<file path="src/rtl/method_funnel_serializer.sv">
// method_funnel_serializer
// Round-robin funnel from NUM_METHODS request methods onto a narrow pipe.
// Each accepted call becomes the message {payload, tag}, with tag = method + 1
// in the LSBs. The message is zero-padded to a whole number of beats and sent
// little-endian, one beat per transfer, with last on the final beat.
// Optional build macro METHOD_FUNNEL_HDR_EN: each message is preceded by one
// header beat whose bits [15:0] hold BEATS. The header beat never carries last.
module method_funnel_serializer #(
    parameter int NUM_METHODS = 4,
    parameter int DATA_WIDTH  = 64,
    parameter int TAG_WIDTH   = 32,
    parameter int BEAT_WIDTH  = 32
) (
    input  logic                              CLK,
    input  logic                              nRST,
    input  logic [NUM_METHODS-1:0]            say__ENA,
    input  logic [NUM_METHODS*DATA_WIDTH-1:0] say_v,
    output logic [NUM_METHODS-1:0]            say__RDY,
    output logic                              pipe_enq__ENA,
    output logic [BEAT_WIDTH-1:0]             pipe_enq_v,
    output logic                              pipe_enq_last,
    input  logic                              pipe_enq__RDY
);

    localparam int MSG_WIDTH = TAG_WIDTH + DATA_WIDTH;
    localparam int BEATS     = (MSG_WIDTH + BEAT_WIDTH - 1) / BEAT_WIDTH;
    localparam int PAD_WIDTH = BEATS * BEAT_WIDTH;
    localparam int RR_W      = (NUM_METHODS > 1) ? $clog2(NUM_METHODS) : 1;
    localparam int IDX_W     = (BEATS > 1) ? $clog2(BEATS) : 1;
    // The counter has room for 0..BEATS, so the header build fits as well.
    localparam int CNT_W     = $clog2(BEATS + 1);
`ifdef METHOD_FUNNEL_HDR_EN
    localparam int LAST_CNT  = BEATS;
`else
    localparam int LAST_CNT  = BEATS - 1;
`endif

    localparam logic [CNT_W-1:0] LAST_BEAT = CNT_W'(LAST_CNT);
    localparam logic [RR_W:0]    NUM_M     = (RR_W + 1)'(NUM_METHODS);
    localparam logic [RR_W-1:0]  TOP_IDX   = RR_W'(NUM_METHODS - 1);

    typedef enum logic {
        S_IDLE = 1'b0,
        S_SEND = 1'b1
    } state_t;

    state_t                 state_q;
    logic [RR_W-1:0]        rr_q;
    logic [CNT_W-1:0]       beat_cnt_q;
    logic [PAD_WIDTH-1:0]   msg_q;

    logic [RR_W-1:0]        rr_d;
    logic [PAD_WIDTH-1:0]   msg_d;
    logic [TAG_WIDTH-1:0]   tag_d;

    logic [DATA_WIDTH-1:0]  payload   [NUM_METHODS];
    logic [BEAT_WIDTH-1:0]  msg_beats [BEATS];

    logic                   grant_valid;
    logic [RR_W-1:0]        grant_idx;
    logic [RR_W:0]          cand_w;
    logic                   last_xfer;
    logic                   accept_window;
    logic                   accept;
    logic [IDX_W-1:0]       pay_idx;
    logic [BEAT_WIDTH-1:0]  beat_v;

    // Slice the flat payload bus and the held message into addressable pieces.
    generate
        for (genvar gi = 0; gi < NUM_METHODS; gi++) begin : g_payload
            assign payload[gi] = say_v[gi*DATA_WIDTH +: DATA_WIDTH];
        end
        for (genvar gi = 0; gi < BEATS; gi++) begin : g_beats
            assign msg_beats[gi] = msg_q[gi*BEAT_WIDTH +: BEAT_WIDTH];
        end
    endgenerate

    // Round-robin search: first requester at or after rr_q, wrapping.
    always_comb begin
        grant_valid = 1'b0;
        grant_idx   = '0;
        cand_w      = '0;
        for (int off = 0; off < NUM_METHODS; off++) begin
            cand_w = {1'b0, rr_q} + (RR_W + 1)'(off);
            if (cand_w >= NUM_M) begin
                cand_w = cand_w - NUM_M;
            end
            if (!grant_valid && say__ENA[cand_w[RR_W-1:0]]) begin
                grant_valid = 1'b1;
                grant_idx   = cand_w[RR_W-1:0];
            end
        end
    end

    // A new call may enter when idle or while the final beat is leaving.
    assign last_xfer     = (state_q == S_SEND) && pipe_enq__RDY && (beat_cnt_q == LAST_BEAT);
    assign accept_window = (state_q == S_IDLE) || last_xfer;

    // Ready is one-hot on the granted method; held low while reset is asserted.
    always_comb begin
        say__RDY = '0;
        if (nRST && accept_window && grant_valid) begin
            say__RDY[grant_idx] = 1'b1;
        end
    end

    assign accept = |say__RDY;

    // Next message image and next pointer for the granted method.
    always_comb begin
        tag_d                  = TAG_WIDTH'(grant_idx) + TAG_WIDTH'(1);
        msg_d                  = '0;
        msg_d[MSG_WIDTH-1:0]   = {payload[grant_idx], tag_d};
        rr_d                   = (grant_idx == TOP_IDX) ? '0 : grant_idx + RR_W'(1);
    end

    // Beat selection from the held message (header first when enabled).
    always_comb begin
        beat_v  = '0;
`ifdef METHOD_FUNNEL_HDR_EN
        pay_idx = IDX_W'(beat_cnt_q - CNT_W'(1));
        if (beat_cnt_q == '0) begin
            beat_v[15:0] = 16'(BEATS);
        end else begin
            beat_v = msg_beats[pay_idx];
        end
`else
        pay_idx = IDX_W'(beat_cnt_q);
        beat_v  = msg_beats[pay_idx];
`endif
    end

    assign pipe_enq__ENA  = (state_q == S_SEND) && pipe_enq__RDY;
    assign pipe_enq_v     = (state_q == S_SEND) ? beat_v : '0;
    assign pipe_enq_last  = (state_q == S_SEND) && (beat_cnt_q == LAST_BEAT);

    // Framing FSM: capture on accept, advance on each transfer, hold otherwise.
    always_ff @(posedge CLK or negedge nRST) begin
        if (!nRST) begin
            state_q    <= S_IDLE;
            rr_q       <= '0;
            beat_cnt_q <= '0;
            msg_q      <= '0;
        end else begin
            if (accept) begin
                state_q    <= S_SEND;
                beat_cnt_q <= '0;
                rr_q       <= rr_d;
                msg_q      <= msg_d;
            end else if (pipe_enq__ENA) begin
                if (beat_cnt_q == LAST_BEAT) begin
                    state_q <= S_IDLE;
                end else begin
                    beat_cnt_q <= beat_cnt_q + CNT_W'(1);
                end
            end
        end
    end

endmodule

</file>
<file path="config.mk">
export PLATFORM = sky130hd
export DESIGN_NAME = method_funnel_serializer
export DESIGN_NICKNAME = d
export VERILOG_FILES = /design/src/rtl/method_funnel_serializer.sv
export SDC_FILE = /design/constraint.sdc
export NUM_CORES = 1
export LEC_CHECK = 0
export BUFFER_PORTS_ARGS = -buffer_cell sky130_fd_sc_hd__buf_2
export CAP_MARGIN = 20
export CORE_MARGIN = 2
export CORE_UTILIZATION = 40
export DETAILED_ROUTE_END_ITERATION = 8
export PLACE_DENSITY_LB_ADDON = 0.12
export RECOVER_POWER = 25
export SLEW_MARGIN = 10
export SYNTH_ARGS = -nofsm -noshare
export SYNTH_HDL_FRONTEND = slang
export SYNTH_SLANG_ARGS = --single-unit
</file>
<file path="constraint.sdc">
create_clock -name CLK -period 4.3 [get_ports CLK]
set_input_delay 0.215 -clock CLK [delete_from_list [all_inputs] [get_ports CLK]]
set_output_delay 0.215 -clock CLK [all_outputs]
set_load 0.02 [all_outputs]
</file>
* Word level (Yosys, flattened, before mapping)
Index checks and enable logic that the tools add are counted. W data, S select, Z words.
Cells by class: bitwise logic cells 3, shift-type cells 0, divide/modulo/power cells 0, reductions and logical operators 18, $lt $le $gt $ge 12, eq/ne operators 3, $mul 0, mux-type cells 37, add/sub/neg operators 10
Operator list (number):
- $bmux W64 S2 | 1
- $mux W64 | 2
- $mux W32 | 3
- $bmux W32 S2 | 1
- $mux W2 | 12
- $ge A3 B3 Y1 const B | 5
- $lt A2 B3 Y1 const B | 5
- $mux W1 | 12
- $logic_and A1 B1 Y1 | 9
- $bmux W1 S2 | 4
- $sub A2 B1 Y2 const B | 4
- $add A2 B1 Y3 const B | 2
- $add A2 B2 Y3 const B | 2
- $not A2 Y3 | 2
- $add A2 B1 Y2 const B | 2
- $eq A2 B2 Y1 const B | 2
- $mux W4 | 1
- $reduce_and A2 Y1 | 2
- $reduce_bool A2 Y1 | 2
- $reduce_or A4 Y1 | 1
- $ge A2 B3 Y1 const B | 1
- $logic_not A1 Y1 | 3
- $demux W1 S2 | 1
- $ge A2 B1 Y1 const B | 1
- other kinds (3) | 3
Word-level totals: output and inout bits 38, RAM bits 0, memories kept 0, register bits 101, memory bits (read-only) 0, latch bits 0, bits of input ports 263

* Logic depth before layout (Yosys ltp)
Gate-level depths: netlist of run 1.
depth after elaboration 22, depth in mapped cells 10, depth with buffers taken out 7

* Least setup slack after synthesis of run 1
No wires, ideal clock.
kind register -> output, start point register msg_q[0] (netlist name), end point output port say__RDY[0], required time 4.085 ns, stages on the path, launching flop included 9, buffers on the path 4, setup slack 2.211 ns, arrival time 1.874 ns, path through dfrtp_1 > buf_2 > nand2b_4 > a21o_1 > o21a_1 > buf_4 > buf_4 > buf_4 > nor3_1
RTL lines:
- end: declaration | RTL line 18 | output logic [NUM_METHODS-1:0] say__RDY,

* Final worst setup path of run 1
start point register rr_q[1], end point output port say__RDY[0]
On the way: word-level cells in the longest chain between the ends 19, elaborated cells on any way between the ends 44, those cells by class add/sub: 7; order compare: 6; mux: 23; reduce/logical: 8
Ends and longest elaborated chain:
- start: declaration | RTL line 48 | logic [RR_W-1:0] rr_q;
- start signal: assignment | RTL line 148 | rr_q <= rr_d;
- branches (longest 18 deep; another with $add A2 B1 Y3)
- $mux W4 (*) | RTL line 102 | if (nRST && accept_window && grant_valid) begin
Mark *: on every way between the ends. The select of a mux whose other input is x is not followed.

==> results.yml, run 1 <==
run_status:
  status: "finished with violations"
  violations: "capacitance limit, slew limit"
clock_tree:
  cts_resized: 0
  postCtsSetupBuffers: 0
  numCtsBuffers: 9
  path_clk_slew_ns: 0.06
  insertion_delay_ns: 0.33
  cts_tree: "done"
  cts.sink_count: 71
  cts_max_path_buffers: 2
  root_buffer: "clkbuf_16"
  htree_num_levels: 3
  postCtsHoldBufs: 0
place:
  placedCellCount: 1023
  gp_congestion: 0.897
  hpwlAfterDp_um: 14800
  numPortBuffers: 300
synth:
  ys_top_cells_by_count: "nand3_1, nor2_1, dfrtp_1"
  yosysMostFrequentCell: "nand3_1"
  yosysUniqueCellTypes: 39
  yosysTopAreaCellShare_pct: 34.9
  synth_top_cell_by_area: "dfrtp_1"
  yosysSeqAreaShare_pct: 34.9
  ys_seq_elements: 71
  ys.warnings.count: 0
  async_flop_share_pct: 100
  synth-edff-count: 0
  synth_area_leaders: "dfrtp_1, nand3_1, a221oi_1, nor2_1, a31oi_1"
  synth_nets: 872
  synth_area_per_cell_um2: 8.37
  syn_area_um2: 5090
  synthCells: 608
  ys.flop_type: "dfrtp_1"
floorplanning:
  die_w_um: 117
  die_y_um: 117
  start_util_pct: 40.6
  io_pins: 301
  fp-row-count: 41
  dieArea_um2: 13600
  coreArea_um2: 12500
drt:
  drcViolationCount: 0
  routedWlPerCell_um: 18.9
  ant_nets: 0
  routed_wl_um: 19700
  via_per_inst: 5.80
  drt-pass1-iter-count: 5
  vias: 6027
  drtIter0Drc: 428
timing:
  period_share_pct: 69.1
  timing.slew.headroom_pct: -19.0
  tns_ns: 0
  finalHoldViolCount: 0
  min_period_ns: 2.97
  finalClockSkew_ns: 0.00579
  rsz0062_at_grt: "false"
  finalMaxSlewViolations: 72
  finalSetupViolations: 0
  tightest_slew_ns: 1.79
  fmax_mhz: 336
finish:
  stdcell_count: 1040
  areaGrowthSynthToFinish_pct: 35.4
  n_antenna_cell: 0
  layout.nets: 1127
  drive_above_1_share_pct: 41.9
  fin_util_pct: 55.0
setup_path:
  crit_buf_inv: 2
  arrival_ns: 2.76
  slowest_stage: "o2bb2ai_2"
  critical_path.max_stage_delay_ns: 0.76
  path_delay_family: "compound AO/OA/AOI/OAI gates"
  crit_chain: "a21boi_1, o2bb2ai_2, nor2_4, buf_16, nor3_1, buf_2"
  path_max_fanout: 26
  ff2ff_setup_slack_ns: 1.71
  rr_worst_depth: 8
  path_class: "flop to output pin"
  r2r-start: "beat_cnt_q[0]"
  required_ns: 4.09
  critPathLaunchType: "flop"
  cp-end-kind: "output pin"
  reg2reg_to: "msg_q[1]"
grt:
  grt_pass1_vias: 5587
  overflow: 0
  antenna_found_initial: 0
  grt_pass1_wl_um: 28800
  grt_start_max_net_pins: 72
  gr-usage-all-layers_pct: 27.8
min_path:
  worstHoldPathType: "input pin to flop"
  min_from: "say_v[133]"
  min_to: "msg_q[37]"
  min_path_cells: 3
pwr:
  p_leak_nw: 3.22
  total_power_mw: 4.58
  p_per_area_nw_per_um2: 664
  vdd_ir_drop_max_mv: 0.246
job:
  drv_cap: 1
## final cells by class
cell class | count | area (um^2)
clock buffer | 13 | 260
fill | 1215 | 5630
inverter | 3 | 11.3
clock inverter | 3 | 17.5
multi-input combinational | 463 | 2980
tap | 172 | 215
sequential | 71 | 1780
timing repair buffer | 315 | 1630
## per-layer routing
metal | global-route usage (%) | vias up | part of all wire, %
li1 | - | 2837 | -
met4 | 12.7 | 0 | 3.3
met5 | 0 | - | 0
met1 | 33.8 | 2854 | 40
met2 | 48.5 | 292 | 50
met3 | 4.41 | 44 | 6.8
## placed cells by master (no fill, tap or decap), drive strengths merged
master and instances:
clkinvlp 1, nand2 6, nor2 75, clkbuf 15
a221oi 64, clkinv 2, o221a 1, nand2b 3
a21oi 27, inv 3, a2bb2oi 1, a211o 1
o21a 1, buf 313, o2bb2ai 1, mux2i 4
a22oi 29, dfrtp 71, nor2b 35, a21boi 2
ha 1, nand4b 1, nor3 2, a31oi 43
a21o 26, and3 2, a211oi 2, o41ai 1
xnor2 1, nand3 108, and2 4, o21ai 22
## logic make-up after synthesis
logic type               share of synthesized area, %
AO/OA/AOI/OAI                                    33.8
XOR/XNOR                                        0.172
flip-flops                                       34.9
adder cells (fa/ha/maj)                         0.246
AND/OR/NAND/NOR                                  22.8
multiplexers                                    0.787
buffers and inverters                            7.31
## stage by stage
stage | hold WS (ns) | cell area [um^2] | worst slack (ns)
3_3_place_gp | 0.465 | 6590 | 1.72
6_report | 0.139 | 6890 | 1.33
5_1_grt | 0.144 | 6890 | 1.15
3_5_place_dp | 0.473 | 6590 | 1.67
4_1_cts | 0.130 | 6870 | 1.35
2_1_floorplan | -0.0806 | 5090 | 2.21
## report_power, final
| part | internal (mW) | switching [mW] | total, mW | leakage, nW |
|---|---|---|---|---|
| Sequential | 1.01 | 0.302 | 1.31 | 0.801 |
| Combinational | 0.954 | 1.62 | 2.57 | 2.28 |
| Clock | 0.420 | 0.270 | 0.690 | 0.136 |
| Total | 2.38 | 2.19 | 4.58 | 3.22 |
## how the worst max path moves through the flow
stage	from	endpoint	slack, ns	cells after the start
finish	rr_q[1]	say__RDY[0]	1.33	6
global placement	say__ENA[2]	rr_q[1]	1.72	6
global route	rr_q[1]	say__RDY[0]	1.15	6
detailed placement	say__ENA[2]	rr_q[1]	1.67	6
CTS	rr_q[1]	say__RDY[0]	1.35	5
floorplan	msg_q[0]	say__RDY[0]	2.21	8
## state kept, by name, summed over array words and instances, names as in the netlist
signal,flops
beat_cnt_q,2
state_q,1
rr_q,1
msg_q,67
## worst min-delay path, cell delays in order
cell and delay (ns):
buf_2 0.10, nand3_1 0.06, a31oi_1 0.06
(Power assumes the default switching activity.)
==> inputs of run 2 (changes only) <==
==> constraint.sdc (replaced) <==
create_clock -name CLK -period 2.6 [get_ports CLK]
set_input_delay 0.13 -clock CLK [delete_from_list [all_inputs] [get_ports CLK]]
set_output_delay 0.13 -clock CLK [all_outputs]
set_load 0.02 [all_outputs]
==> run 2 against run 1 <==
Compared with the run above:
- the flow still finishes with violations (capacitance limit, slew limit)
- sequential power grew 66%
- critical endpoint is now say__RDY[1]
- total power grew 70%
- wire length grew 2.3%
- global-route usage grew 0.97 points
- final area grew 1.6%
- register-to-register slack lost 1.3 ns
- combinational power grew 70%
- core utilization grew 0.87 points
- setup slack lost 1.2 ns
- clock power grew 78%
==> results.yml, run 2 (synthesis gave the netlist of run 1 again) <==
run_status:
  status: "finished with violations"
  violations: "capacitance limit, slew limit"
place:
  hpwlAfterDp_um: 15100
  gp_congestion: 0.856
  numPortBuffers: 300
setup_path:
  cp-end-kind: "output pin"
  path_class: "flop to output pin"
  rr_worst_depth: 6
  required_ns: 2.47
  critPathLaunchType: "flop"
  path_max_fanout: 44
  arrival_ns: 2.30
drt:
  via_per_inst: 5.82
  drtIter0Drc: 388
  drt-pass1-iter-count: 6
  ant_nets: 0
  drcViolationCount: 0
  routed_wl_um: 20200
  vias: 6088
  routedWlPerCell_um: 19.3
floorplanning:
  dieArea_um2: 13600
  io_pins: 301
  fp-row-count: 41
  die_y_um: 117
  coreArea_um2: 12500
  die_w_um: 117
  start_util_pct: 40.6
finish:
  layout_common_cells: "buf_2, nand3_1, nor2_1"
  n_antenna_cell: 0
  largest_reg_flops: 67
  top_register: "msg_q"
  areaGrowthSynthToFinish_pct: 37.5
  drive_above_1_share_pct: 42.3
  layout_commonest_cell: "buf_2"
  layout.nets: 1133
  reg.largest.list: "msg_q (67), beat_cnt_q (2)"
clock_tree:
  cts.sink_count: 71
  postCtsSetupBuffers: 0
  root_buffer: "clkbuf_16"
  insertion_delay_ns: 0.34
  htree_num_levels: 3
  path_clk_slew_ns: 0.06
  cts_max_path_buffers: 2
  postCtsHoldBufs: 0
  cts_tree: "done"
  cts_resized: 0
  numCtsBuffers: 9
timing:
  fmax_mhz: 411
  tightest_slew_ns: 1.80
  finalSetupViolations: 0
  min_period_ns: 2.43
  rsz0062_at_grt: "false"
  period_share_pct: 93.5
  finalClockSkew_ns: 0.00809
  finalMaxSlewViolations: 72
  tns_ns: 0
  timing.slew.headroom_pct: -20.2
  finalHoldViolCount: 0
  worst_hold_slack_ns: 0.0494
pwr:
  p_per_area_nw_per_um2: 1110
  p_leak_nw: 3.28
  vdd_ir_drop_max_mv: 0.366
  total_power_mw: 7.78
grt:
  overflow: 0
  grt_pass1_wl_um: 30000
  gr-usage-all-layers_pct: 28.8
  grt_pass1_vias: 5785
  antenna_found_initial: 0
  grt_start_max_net_pins: 72
min_path:
  worstHoldPathType: "input pin to flop"
  min_path_cells: 3
job:
  drv_cap: 1
## run 2: cell types whose count changed in the layout (fill, tap and decap cells not counted)
cell / before / now
buf_12: 0 / 5
buf_16: 1 / 0
buf_4: 13 / 14
buf_8: 0 / 1
bufinv_16: 0 / 1
clkbuf_8: 2 / 1
clkinv_2: 2 / 3
clkinvlp_4: 1 / 0
## run 2: power breakdown
| group | leakage (nW) | internal [mW] | switching [mW] |
|---|---|---|---|
| logic | 2.33 | 1.67 | 2.72 |
| clock network | 0.146 | 0.765 | 0.466 |
| registers | 0.801 | 1.67 | 0.498 |
| total | 3.28 | 4.10 | 3.68 |
## run 2: per-layer routing
| layer | GRT usage [%] | vias to the layer above | routed length [um] |
|---|---|---|---|
| li1 | - | 2838 | - |
| met1 | 36.6 | 2922 | 8000 |
| met2 | 50.6 | 295 | 10300 |
| met3 | 4.67 | 33 | 1450 |
| met4 | 8.31 | 0 | 399 |
| met5 | 0 | - | 0 |
## run 2: stage by stage
stage | area [um^2] | cells | utilization (%) | worst slack (ns)
finish | 7000 | 1046 | 55.9 | 0.170
global route | 7000 | 1046 | 55.9 | 0.0481
CTS | 7000 | 1046 | 55.9 | 0.174
detailed placement | 6710 | 1030 | 53.6 | 0.450
global placement | 6700 | 1029 | 53.5 | 0.410
floorplan | 5090 | 608 | - | 0.596
## run 2: worst paths after layout
path	start	to	slack, ns
max in group asynchronous	nRST	msg_q[93]	1.02
worst max register to register	rr_q[1]	msg_q[59]	0.42
worst min-delay path	say_v[163]	msg_q[67]	0.05
worst min register to register	msg_q[2]	msg_q[2]	0.50
worst max-delay path	rr_q[1]	say__RDY[1]	0.17
min in group asynchronous	nRST	msg_q[51]	0.50
## run 2: layout make-up
| type | instances | area, um^2 |
|---|---|---|
| well taps | 172 | 215 |
| multi-input cells | 463 | 2980 |
| flip-flops and latches | 71 | 1780 |
| fillers | 1247 | 5520 |
| inverters | 3 | 11.3 |
| clock buffers | 12 | 246 |
| repair buffers | 321 | 1730 |
| clock inverters | 4 | 45.0 |
## run 2: critical path: stages, from the launching register on
cell and delay (ns):
dfrtp_1 0.50, a21oi_1 0.20, o221a_2 0.83, and2_1 0.23, buf_2 0.16
